## src/rtl/pipeline_hazard_ctrl_if.sv

```systemverilog
// rtl/pipeline_hazard_ctrl_if.sv - stage-side sequencing signals shared between the core pipeline and its hazard controller
interface pipeline_hazard_ctrl_if;
    logic [4:0]  src1_ID;
    logic [4:0]  src2_ID;
    logic        two_src_ID;
    logic [4:0]  dest_EXE;
    logic        WB_En_EXE;
    logic        MEM_R_EN_EXE;
    logic [4:0]  dest_MEM;
    logic        WB_En_MEM;
    logic        fwd_en;
    logic        BrTaken;
    logic        mem_r_req;
    logic        mem_w_req;
    logic        sram_ready;
    logic        hazard_stall;
    logic        flush;
    logic        freeze;
    logic        sram_start;
    logic        sram_err;
    logic [31:0] stall_cycles;

    modport master (
        output src1_ID, src2_ID, two_src_ID, dest_EXE, WB_En_EXE, MEM_R_EN_EXE,
               dest_MEM, WB_En_MEM, fwd_en, BrTaken, mem_r_req, mem_w_req, sram_ready,
        input  hazard_stall, flush, freeze, sram_start, sram_err, stall_cycles
    );

    modport slave (
        input  src1_ID, src2_ID, two_src_ID, dest_EXE, WB_En_EXE, MEM_R_EN_EXE,
               dest_MEM, WB_En_MEM, fwd_en, BrTaken, mem_r_req, mem_w_req, sram_ready,
        output hazard_stall, flush, freeze, sram_start, sram_err, stall_cycles
    );
endinterface

```

## src/rtl/pipeline_hazard_ctrl.sv

```systemverilog
// rtl/pipeline_hazard_ctrl.sv - RAW stall, branch flush and SRAM freeze sequencer for the 5-stage core
module pipeline_hazard_ctrl #(
    parameter int unsigned MIN_WAIT = 5,
    parameter int unsigned TIMEOUT  = 64
) (
    input  logic                  clk,
    input  logic                  rst,
    pipeline_hazard_ctrl_if.slave bus
);
    localparam int CW = $clog2(TIMEOUT + 1);

    typedef enum logic [1:0] {
        IDLE = 2'd0,
        WAIT = 2'd1,
        DONE = 2'd2
    } state_t;

    state_t        state;
    logic [CW-1:0] wait_cnt;
    logic          err_q;
    logic [31:0]   stall_q;

    logic src1_hit;
    logic src2_hit;
    logic hit;
    logic mem_req;
    logic frz;
    logic start_now;
    logic stall_now;
    logic ready_ok;
    logic timeout_hit;

    // With forwarding only a load in EXE cannot supply its result in time.
    always_comb begin
        src1_hit = 1'b0;
        src2_hit = 1'b0;
        if (bus.fwd_en) begin
            src1_hit = (bus.src1_ID == bus.dest_EXE) && bus.MEM_R_EN_EXE;
            src2_hit = (bus.src2_ID == bus.dest_EXE) && bus.MEM_R_EN_EXE;
        end else begin
            src1_hit = ((bus.src1_ID == bus.dest_EXE) && bus.WB_En_EXE) ||
                       ((bus.src1_ID == bus.dest_MEM) && bus.WB_En_MEM);
            src2_hit = ((bus.src2_ID == bus.dest_EXE) && bus.WB_En_EXE) ||
                       ((bus.src2_ID == bus.dest_MEM) && bus.WB_En_MEM);
        end
        hit = (src1_hit && (bus.src1_ID != 5'd0)) ||
              (src2_hit && bus.two_src_ID && (bus.src2_ID != 5'd0));
    end

    assign mem_req     = bus.mem_r_req | bus.mem_w_req;
    assign start_now   = ~rst & (state == IDLE) & mem_req;
    assign frz         = start_now | (~rst & (state == WAIT));
    assign stall_now   = ~rst & hit & ~bus.BrTaken & ~frz;
    assign ready_ok    = bus.sram_ready && (wait_cnt >= CW'(MIN_WAIT - 1));
    assign timeout_hit = (wait_cnt == CW'(TIMEOUT - 1));

    // A branch held in EXE across a freeze flushes on the first unfrozen cycle.
    assign bus.flush        = ~rst & bus.BrTaken & ~frz;
    assign bus.hazard_stall = stall_now;
    assign bus.freeze       = frz;
    assign bus.sram_start   = start_now;
    assign bus.sram_err     = err_q;
    assign bus.stall_cycles = stall_q;

    always_ff @(posedge clk) begin
        if (rst) begin
            state    <= IDLE;
            wait_cnt <= '0;
            err_q    <= 1'b0;
        end else begin
            case (state)
                IDLE: begin
                    if (mem_req) begin
                        state    <= WAIT;
                        wait_cnt <= '0;
                    end
                end
                WAIT: begin
                    if (ready_ok) begin
                        state <= DONE;
                    end else if (timeout_hit) begin
                        state <= DONE;
                        err_q <= 1'b1;
                    end else begin
                        wait_cnt <= wait_cnt + 1'b1;
                    end
                end
                // DONE lets MEM advance so the finished request is not re-issued.
                DONE:    state <= IDLE;
                default: state <= IDLE;
            endcase
        end
    end

    always_ff @(posedge clk) begin
        if (rst) begin
            stall_q <= '0;
        end else if ((stall_now || frz) && (stall_q != 32'hFFFF_FFFF)) begin
            stall_q <= stall_q + 32'd1;
        end
    end
endmodule

```

## src/flat_wrapper.sv

```systemverilog
// flat-port wrapper written by rule: the top's interface ports become plain ports
module pipeline_hazard_ctrl_flat 
#(
    parameter int unsigned MIN_WAIT = 5,
    parameter int unsigned TIMEOUT  = 64
)
  (clk, rst, bus_src1_ID, bus_src2_ID, bus_two_src_ID, bus_dest_EXE, bus_WB_En_EXE, bus_MEM_R_EN_EXE, bus_dest_MEM, bus_WB_En_MEM, bus_fwd_en, bus_BrTaken, bus_mem_r_req, bus_mem_w_req, bus_sram_ready, bus_hazard_stall, bus_flush, bus_freeze, bus_sram_start, bus_sram_err, bus_stall_cycles);
  pipeline_hazard_ctrl_if bus_i ();
  input  logic clk;
  input  logic rst;
  input wire logic [$bits(bus_i.src1_ID)-1:0] bus_src1_ID;
  input wire logic [$bits(bus_i.src2_ID)-1:0] bus_src2_ID;
  input wire logic [$bits(bus_i.two_src_ID)-1:0] bus_two_src_ID;
  input wire logic [$bits(bus_i.dest_EXE)-1:0] bus_dest_EXE;
  input wire logic [$bits(bus_i.WB_En_EXE)-1:0] bus_WB_En_EXE;
  input wire logic [$bits(bus_i.MEM_R_EN_EXE)-1:0] bus_MEM_R_EN_EXE;
  input wire logic [$bits(bus_i.dest_MEM)-1:0] bus_dest_MEM;
  input wire logic [$bits(bus_i.WB_En_MEM)-1:0] bus_WB_En_MEM;
  input wire logic [$bits(bus_i.fwd_en)-1:0] bus_fwd_en;
  input wire logic [$bits(bus_i.BrTaken)-1:0] bus_BrTaken;
  input wire logic [$bits(bus_i.mem_r_req)-1:0] bus_mem_r_req;
  input wire logic [$bits(bus_i.mem_w_req)-1:0] bus_mem_w_req;
  input wire logic [$bits(bus_i.sram_ready)-1:0] bus_sram_ready;
  output wire logic [$bits(bus_i.hazard_stall)-1:0] bus_hazard_stall;
  output wire logic [$bits(bus_i.flush)-1:0] bus_flush;
  output wire logic [$bits(bus_i.freeze)-1:0] bus_freeze;
  output wire logic [$bits(bus_i.sram_start)-1:0] bus_sram_start;
  output wire logic [$bits(bus_i.sram_err)-1:0] bus_sram_err;
  output wire logic [$bits(bus_i.stall_cycles)-1:0] bus_stall_cycles;
  assign bus_i.src1_ID = bus_src1_ID;
  assign bus_i.src2_ID = bus_src2_ID;
  assign bus_i.two_src_ID = bus_two_src_ID;
  assign bus_i.dest_EXE = bus_dest_EXE;
  assign bus_i.WB_En_EXE = bus_WB_En_EXE;
  assign bus_i.MEM_R_EN_EXE = bus_MEM_R_EN_EXE;
  assign bus_i.dest_MEM = bus_dest_MEM;
  assign bus_i.WB_En_MEM = bus_WB_En_MEM;
  assign bus_i.fwd_en = bus_fwd_en;
  assign bus_i.BrTaken = bus_BrTaken;
  assign bus_i.mem_r_req = bus_mem_r_req;
  assign bus_i.mem_w_req = bus_mem_w_req;
  assign bus_i.sram_ready = bus_sram_ready;
  assign bus_hazard_stall = bus_i.hazard_stall;
  assign bus_flush = bus_i.flush;
  assign bus_freeze = bus_i.freeze;
  assign bus_sram_start = bus_i.sram_start;
  assign bus_sram_err = bus_i.sram_err;
  assign bus_stall_cycles = bus_i.stall_cycles;
  pipeline_hazard_ctrl #(.MIN_WAIT(MIN_WAIT), .TIMEOUT(TIMEOUT)) u_core (.clk(clk), .rst(rst), .bus(bus_i));
endmodule
```

## config.mk

```make
export PLATFORM = sky130hd
export DESIGN_NAME = pipeline_hazard_ctrl_flat
export DESIGN_NICKNAME = d
export VERILOG_FILES = /design/src/rtl/pipeline_hazard_ctrl_if.sv /design/src/rtl/pipeline_hazard_ctrl.sv /design/src/flat_wrapper.sv
export SDC_FILE = /design/constraint.sdc
export NUM_CORES = 1
export LEC_CHECK = 0
export BUFFER_PORTS_ARGS = -buffer_cell sky130_fd_sc_hd__buf_2
export CORE_ASPECT_RATIO = 1.25
export CORE_MARGIN = 5
export CORE_UTILIZATION = 53
export DETAILED_ROUTE_END_ITERATION = 12
export PLACE_DENSITY = 0.9
export SLEW_MARGIN = 20
export SYNTH_ARGS = -nofsm -noshare
export SYNTH_HDL_FRONTEND = slang
export SYNTH_SLANG_ARGS = --single-unit
```

## constraint.sdc

```tcl
create_clock -name clk -period 2.89 [get_ports clk]
set_input_delay 0.289 -clock clk [delete_from_list [all_inputs] [get_ports clk]]
set_output_delay 0.289 -clock clk [all_outputs]
set_load 0.01 [all_outputs]
```

==> flow_summary_export.csv, run 1 <==
group,metric,value,unit
floorplanning,chipHeight,87.7,microns
flow_run,cap_violations,0,
synth,synthDistinctLibCells,43,
global_routing,grt_max_degree,60,
cells_and_area,final_common_cell,"buf_2",
floorplanning,io_pins,68,
floorplanning,core,4730,sq um
synth,netlist_area,2560,sq um
worst_setup_path,critPathLaunch,"u_core.bus.stall_cycles[0]",
cells_and_area,nets,396,
routing,via_count,2545,
synth,yosysSeqAreaShare,32.8,%
routing,drc_errors,0,
placed_design,dp_hpwl,4.57,mm
sta,worst_slew_pin_slew,0.590,ns
cells_and_area,insertedDiodeCount,0,
clock_network,clkLatencyLatePin,0.29,ns
routing,wirelength,6.03,mm
power,leakage,1.17,nW
sta,fin_skew,0.0109,ns
hold_path,min_from,"rst",
cells_and_area,area_growth,16.9,%
worst_setup_path,r2r-start,"u_core.bus.stall_cycles[0]",
worst_setup_path,r2r_end,"u_core.bus.stall_cycles[1]",
global_routing,track_usage,19.7,%
sta,setup_viol,0,
placed_design,numPortBuffers,67,
synth,synth_warnings,0,
routing,wl_per_cell,14.3,microns
worst_setup_path,r2r_slack,0.46,ns
routing,vias_per_cell,6.02,
global_routing,overflow,0,
floorplanning,die_w,72.2,microns
clock_network,cts-hold-fix-buffers,0,
cells_and_area,mostFrequentLayoutCells,"buf_2, dfxtp_1, or4_1, a21oi_1, nor2_1",
synth,synth_area_leaders,"dfxtp_1, or4_1, o31ai_1",
sta,slew_headroom,60.6,%
cells_and_area,drive_gt1_share,24.0,%
worst_setup_path,crit_path_end_kind,"flip-flop",
floorplanning,die-area,6330,sq um
synth,netlist.area_leader.share,32.8,%
worst_setup_path,cp_max_fo,41,
placed_design,place.gp.congestion,0.869,
clock_network,clkTransAtPathRegs,0.08,ns
synth,synth_edf_count,0,
power,ir_worst_vdd,0.000317,V
cells_and_area,fin_util,63.3,%
clock_network,clockRootBuffer,"clkbuf_8",
worst_setup_path,reg2reg_depth,9,
synth,syn_avg_cell_area,8.42,sq um
clock_network,cts_resized,0,
clock_network,cts_sinks,42,
worst_setup_path,cp.required,3.06,ns
synth,yosysTopAreaCell,"dfxtp_1",
worst_setup_path,cp-endpoint,"u_core.bus.stall_cycles[1]",
routing,routed.top_layer,"met4",
sta,layout_min_cycle_time,2.43,ns
status,status,"finished clean",
sta,slew_viol_final,0,
clock_network,cts_buffer_depth,2,
synth,synthArstFlopShare,0,%
synth,ys.flop_type,"dfxtp_1",
clock_network,cts_tree,"done",
worst_setup_path,crit_path_start_kind,"flip-flop",
global_routing,antenna_found_initial,0,
routing,wl_met3,444,microns
sta,setup_tns,0,ns
routing,met2_length,3.02,mm
synth,synth_seq_cells,42,
routing,drtIter0Drc,179,
clock_network,post_cts_buffers,0,
synth,netlist_instances,304,
global_routing,first_global_vias,2413,
sta,period_share,84.1,%
worst_setup_path,path_class,"flip-flop to flip-flop",
clock_network,cts_buffers,5,
power,powerDensity,398,nW/um^2
routing,drtAntennaViolNets,0,
floorplanning,fp-row-count,28,
floorplanning,start_util,54.1,%
hold_path,hold_class,"input port to flip-flop",
worst_setup_path,cp.arrival,2.60,ns
sta,fmax,412,MHz
routing,m1WireLength,2.42,mm
clock_network,h-tree-depth,2,
synth,syn_nets,338,
sta,hold_viol_final,0,
global_routing,grt_pass1_wl,10.4,mm
routing,first_pass_iters,4,
sta,rsz0062_at_grt,"false",
## stage by stage
stage	instances	setup slack (ns)	hold WS (ns)	total power, W	instance area (sq um)
6_report	423	0.461	0.278	0.00119	2990
5_1_grt	423	0.218	0.296	0.00124	2990
3_3_place_gp	415	0.527	0.430	0.000743	2890
2_1_floorplan	304	0.639	0.420	0.000697	2560
4_1_cts	423	0.455	0.263	0.00120	2990
3_5_place_dp	415	0.453	0.454	0.000749	2890
## power breakdown
group          internal [W]  switching, W  leakage, nW
Combinational     0.0000595     0.0000807        0.779
Clock              0.000259      0.000198       0.0524
Sequential         0.000586    0.00000961        0.339
Total              0.000904      0.000288         1.17
## state kept, by name, indices dropped and copies added (netlist names)
name,cells
u_core.wait_cnt,7
u_core.bus.sram_err,1
u_core.bus.stall_cycles,32
u_core.state,2
## cells in the mapped netlist (3+ instances only)
| master | count |
|---|---|
| nand3_1 | 14 |
| nand2_1 | 18 |
| nor4_2 | 3 |
| and2_1 | 6 |
| nand2b_1 | 3 |
| mux2_2 | 4 |
| nor4_1 | 9 |
| and3_1 | 9 |
| xnor2_1 | 14 |
| dfxtp_1 | 42 |
| o21ai_0 | 3 |
| ha_1 | 3 |
| and4_1 | 4 |
| nand4_1 | 13 |
| inv_1 | 4 |
| buf_6 | 6 |
| clkbuf_1 | 3 |
| nor3_1 | 6 |
| a21oi_1 | 23 |
| or4_1 | 23 |
| o31ai_1 | 19 |
| o311ai_0 | 5 |
| nor2_1 | 21 |
| xor2_1 | 10 |
| buf_4 | 3 |
| nor2b_1 | 7 |
| buf_2 | 6 |
## metal layers
layer | global-route usage, % | vias to the layer above
met2 | 34.2 | 94
met4 | 9.57 | 0
met3 | 4.71 | 16
met5 | 0 | -
met1 | 22.6 | 1177
li1 | - | 1258
## area by class of cell
cell class | count | area (sq um)
fillers | 415 | 1740
flip-flops and latches | 42 | 841
clock inverters | 1 | 30.0
repair buffers | 71 | 390
well taps | 60 | 75.1
inverters | 4 | 15.0
clock buffers | 7 | 76.3
multi-input cells | 238 | 1570
## worst min-delay path by stage
stage / end / slack [ns] / cells past startpoint
global route: u_core.wait_cnt[0] / 0.30 / 2
detailed placement: u_core.wait_cnt[6] / 0.45 / 2
CTS: u_core.wait_cnt[1] / 0.26 / 2
global placement: u_core.wait_cnt[6] / 0.43 / 2
floorplan: u_core.wait_cnt[6] / 0.42 / 2
finish: u_core.wait_cnt[1] / 0.28 / 2
## worst max-delay path, cell delays in order, from the launching register on
cell and delay [ns]:
dfxtp_1 0.40, ha_1 0.19, and2_1 0.30, nand2_1 0.10, nor4_2 0.32, nor2b_1 0.21
and2_1 0.21, buf_12 0.20, nor2_1 0.06, mux2_1 0.31
## cell families (layout without fill, tap and decap cells)
group | count (synthesis) | after routing | synth area share [%]
fa+ha+maj | 3 | 3 | 1.47
simple gates | 144 | 144 | 33.1
buf+inv | 24 | 83 | 6.01
compound gates | 61 | 61 | 15.8
xor+xnor | 24 | 24 | 8.21
flops | 42 | 42 | 32.8
mux | 6 | 6 | 2.59
Power figures use the tool's default switching activity.
==> run 2: changes to the inputs <==
==> constraint.sdc (replaced) <==
create_clock -name clk -period 2.5 [get_ports clk]
set_input_delay 0.25 -clock clk [delete_from_list [all_inputs] [get_ports clk]]
set_output_delay 0.25 -clock clk [all_outputs]
set_load 0.01 [all_outputs]
==> run 2 against run 1 <==
Against the previous run:
- design area grew 1.1%
- non-clock buffer count grew 4
- combinational power grew 19%
- worst setup slack lost 0.23 ns
- routed wire length grew 5.8%
- sequential share of layout area shrank 0.31 points
- global-route usage grew 1.4 points
- register-to-register slack lost 0.23 ns
- critical path depth shrank 2
- sequential power grew 16%
- critical endpoint is now u_core.bus.stall_cycles[28]
==> flow_summary_export.csv, run 2 (same netlist as run 1, synthesis figures left out) <==
group,metric,value,unit
floorplanning,fp-row-count,28,
sta,setup_tns,0,ns
power,power.switching,0.000349,W
power,ir_worst_vdd,0.000315,V
routing,drtAntennaViolNets,0,
floorplanning,chipHeight,87.7,microns
sta,hold_viol_final,0,
routing,first_pass_iters,4,
global_routing,track_usage,21.1,%
clock_network,post_cts_buffers,0,
sta,fmax,442,MHz
floorplanning,die-area,6330,sq um
clock_network,cts_buffer_depth,2,
routing,wirelength,6.38,mm
cells_and_area,insertedDiodeCount,0,
clock_network,cts_tree,"done",
worst_setup_path,critPathLaunch,"u_core.bus.stall_cycles[3]",
power,leakage,1.19,nW
cells_and_area,finalNonFillerCells,427,
worst_setup_path,path_class,"flip-flop to flip-flop",
clock_network,cts_resized,0,
sta,slew_headroom,65.8,%
worst_setup_path,critical-path-max-stage-delay,0.46,ns
global_routing,grt_pass1_wl,10.9,mm
clock_network,clockRootBuffer,"clkbuf_8",
worst_setup_path,cp.arrival,2.45,ns
power,pwr-share-clk,38.6,%
cells_and_area,area_growth,18.2,%
routing,vias_per_cell,5.96,
sta,worst_slew_pin_slew,0.513,ns
floorplanning,start_util,54.1,%
worst_setup_path,cp_cell_sequence,"nand4_1, nor2_1, and4_1, and2b_1, nand2_1, nor4_1, mux2_2",
floorplanning,io_pins,68,
worst_setup_path,crit_path_start_kind,"flip-flop",
hold_path,hold_class,"input port to flip-flop",
worst_setup_path,cp.required,2.68,ns
global_routing,overflow,0,
worst_setup_path,cp_max_fo,8,
clock_network,cts_buffers,5,
power,powerDensity,461,nW/um^2
sta,period_share,90.6,%
placed_design,dp_hpwl,4.77,mm
clock_network,clkLatencyLatePin,0.30,ns
placed_design,place.gp.congestion,0.850,
power,power_frac_seq,49.4,%
power,power,0.00140,W
floorplanning,core,4730,sq um
cells_and_area,fillers,426,
global_routing,first_global_vias,2507,
power,netSwitchingFraction,25.0,%
worst_setup_path,r2r-start,"u_core.bus.stall_cycles[3]",
sta,rsz0062_at_grt,"false",
cells_and_area,largest_reg_flops,32,
status,status,"finished clean",
placed_design,dp_cells,419,
clock_network,clkTransAtPathRegs,0.08,ns
placed_design,numPortBuffers,67,
worst_setup_path,cp_slowest_cell,"dfxtp_1",
floorplanning,die_w,72.2,microns
sta,layout_min_cycle_time,2.27,ns
sta,setup_viol,0,
cells_and_area,drive_gt1_share,25.1,%
worst_setup_path,reg2reg_depth,7,
clock_network,h-tree-depth,2,
flow_run,cap_violations,0,
global_routing,antenna_found_initial,0,
cells_and_area,nets,400,
power,pwr-share-comb,12.0,%
cells_and_area,mostFrequentLayoutCells,"buf_2, dfxtp_1, or4_1, a21oi_1, nor2_1",
sta,setup_ws,0.235,ns
placed_design,dp_slack,0.0824,ns
worst_setup_path,r2r_slack,0.23,ns
worst_setup_path,crit_path_end_kind,"flip-flop",
worst_setup_path,cp-endpoint,"u_core.bus.stall_cycles[28]",
sta,slew_viol_final,0,
routing,wl_per_cell,15.0,microns
power,p_int,0.00105,W
clock_network,cts_sinks,42,
worst_setup_path,r2r_end,"u_core.bus.stall_cycles[28]",
global_routing,grt_max_degree,60,
cells_and_area,final_common_cell,"buf_2",
sta,fin_skew,0.0126,ns
clock_network,cts-hold-fix-buffers,0,
routing,drc_errors,0,
routing,drtIter0Drc,191,
routing,via_count,2544,
-- run 2: changes by cell type in the layout (fill, tap and decap cells not counted), sizes merged --
cell / delta
clkinvlp: +1
buf: +4
clkbuf: -1
-- run 2: layout make-up --
type | instances | area [sq um] | area share, %
clock buffers | 6 | 72.6 | 2.40
clock inverters | 2 | 37.5 | 1.24
inverters | 4 | 15.0 | 0.496
multi-input cells | 238 | 1570 | 51.7
flip-flops and latches | 42 | 841 | 27.8
well taps | 60 | 75.1 | 2.48
repair buffers | 75 | 420 | 13.9
-- run 2: power by group through the flow --
stage,clock (W),sequential [W],combinational [W]
detailed placement,0,0.000705,0.000167
floorplan,0,0.000705,0.000101
CTS,0.000550,0.000689,0.000168
finish,0.000539,0.000690,0.000167
global placement,0,0.000704,0.000159
global route,0.000575,0.000692,0.000185
-- run 2: worst min-delay path by stage --
stage	from	endpoint	slack, ns	depth (start not counted)
final	rst	u_core.wait_cnt[1]	0.24	2
after floorplan	u_core.wait_cnt[6]	u_core.wait_cnt[6]	0.42	2
after global routing	rst	u_core.wait_cnt[0]	0.24	2
after CTS	rst	u_core.wait_cnt[1]	0.23	2
after detailed placement	u_core.wait_cnt[6]	u_core.wait_cnt[6]	0.44	2
after global placement	u_core.wait_cnt[6]	u_core.wait_cnt[6]	0.43	2
-- run 2: stage by stage --
stage | area [sq um] | util (%) | hold WS [ns]
2_1_floorplan | 2560 | - | 0.420
3_3_place_gp | 2920 | 61.7 | 0.431
3_5_place_dp | 2920 | 61.7 | 0.440
4_1_cts | 3030 | 64.0 | 0.231
5_1_grt | 3030 | 64.0 | 0.242
6_report | 3030 | 64.0 | 0.242
-- run 2: worst max-delay path: cells and delay by family, from the launching register on --
family	cells	cell delay, ns
and+or+nand+nor	6	1.33
DFF	1	0.46
muxes	1	0.37
-- run 2: layer usage --
layer  track usage [%]  up-vias  part of all wire, %
met5                 0        -                    0
met2              38.3       80                   52
met4              9.06        0                  2.5
met1              23.4     1182                   40
met3              4.59       14                  6.1
li1                  -     1268                    -
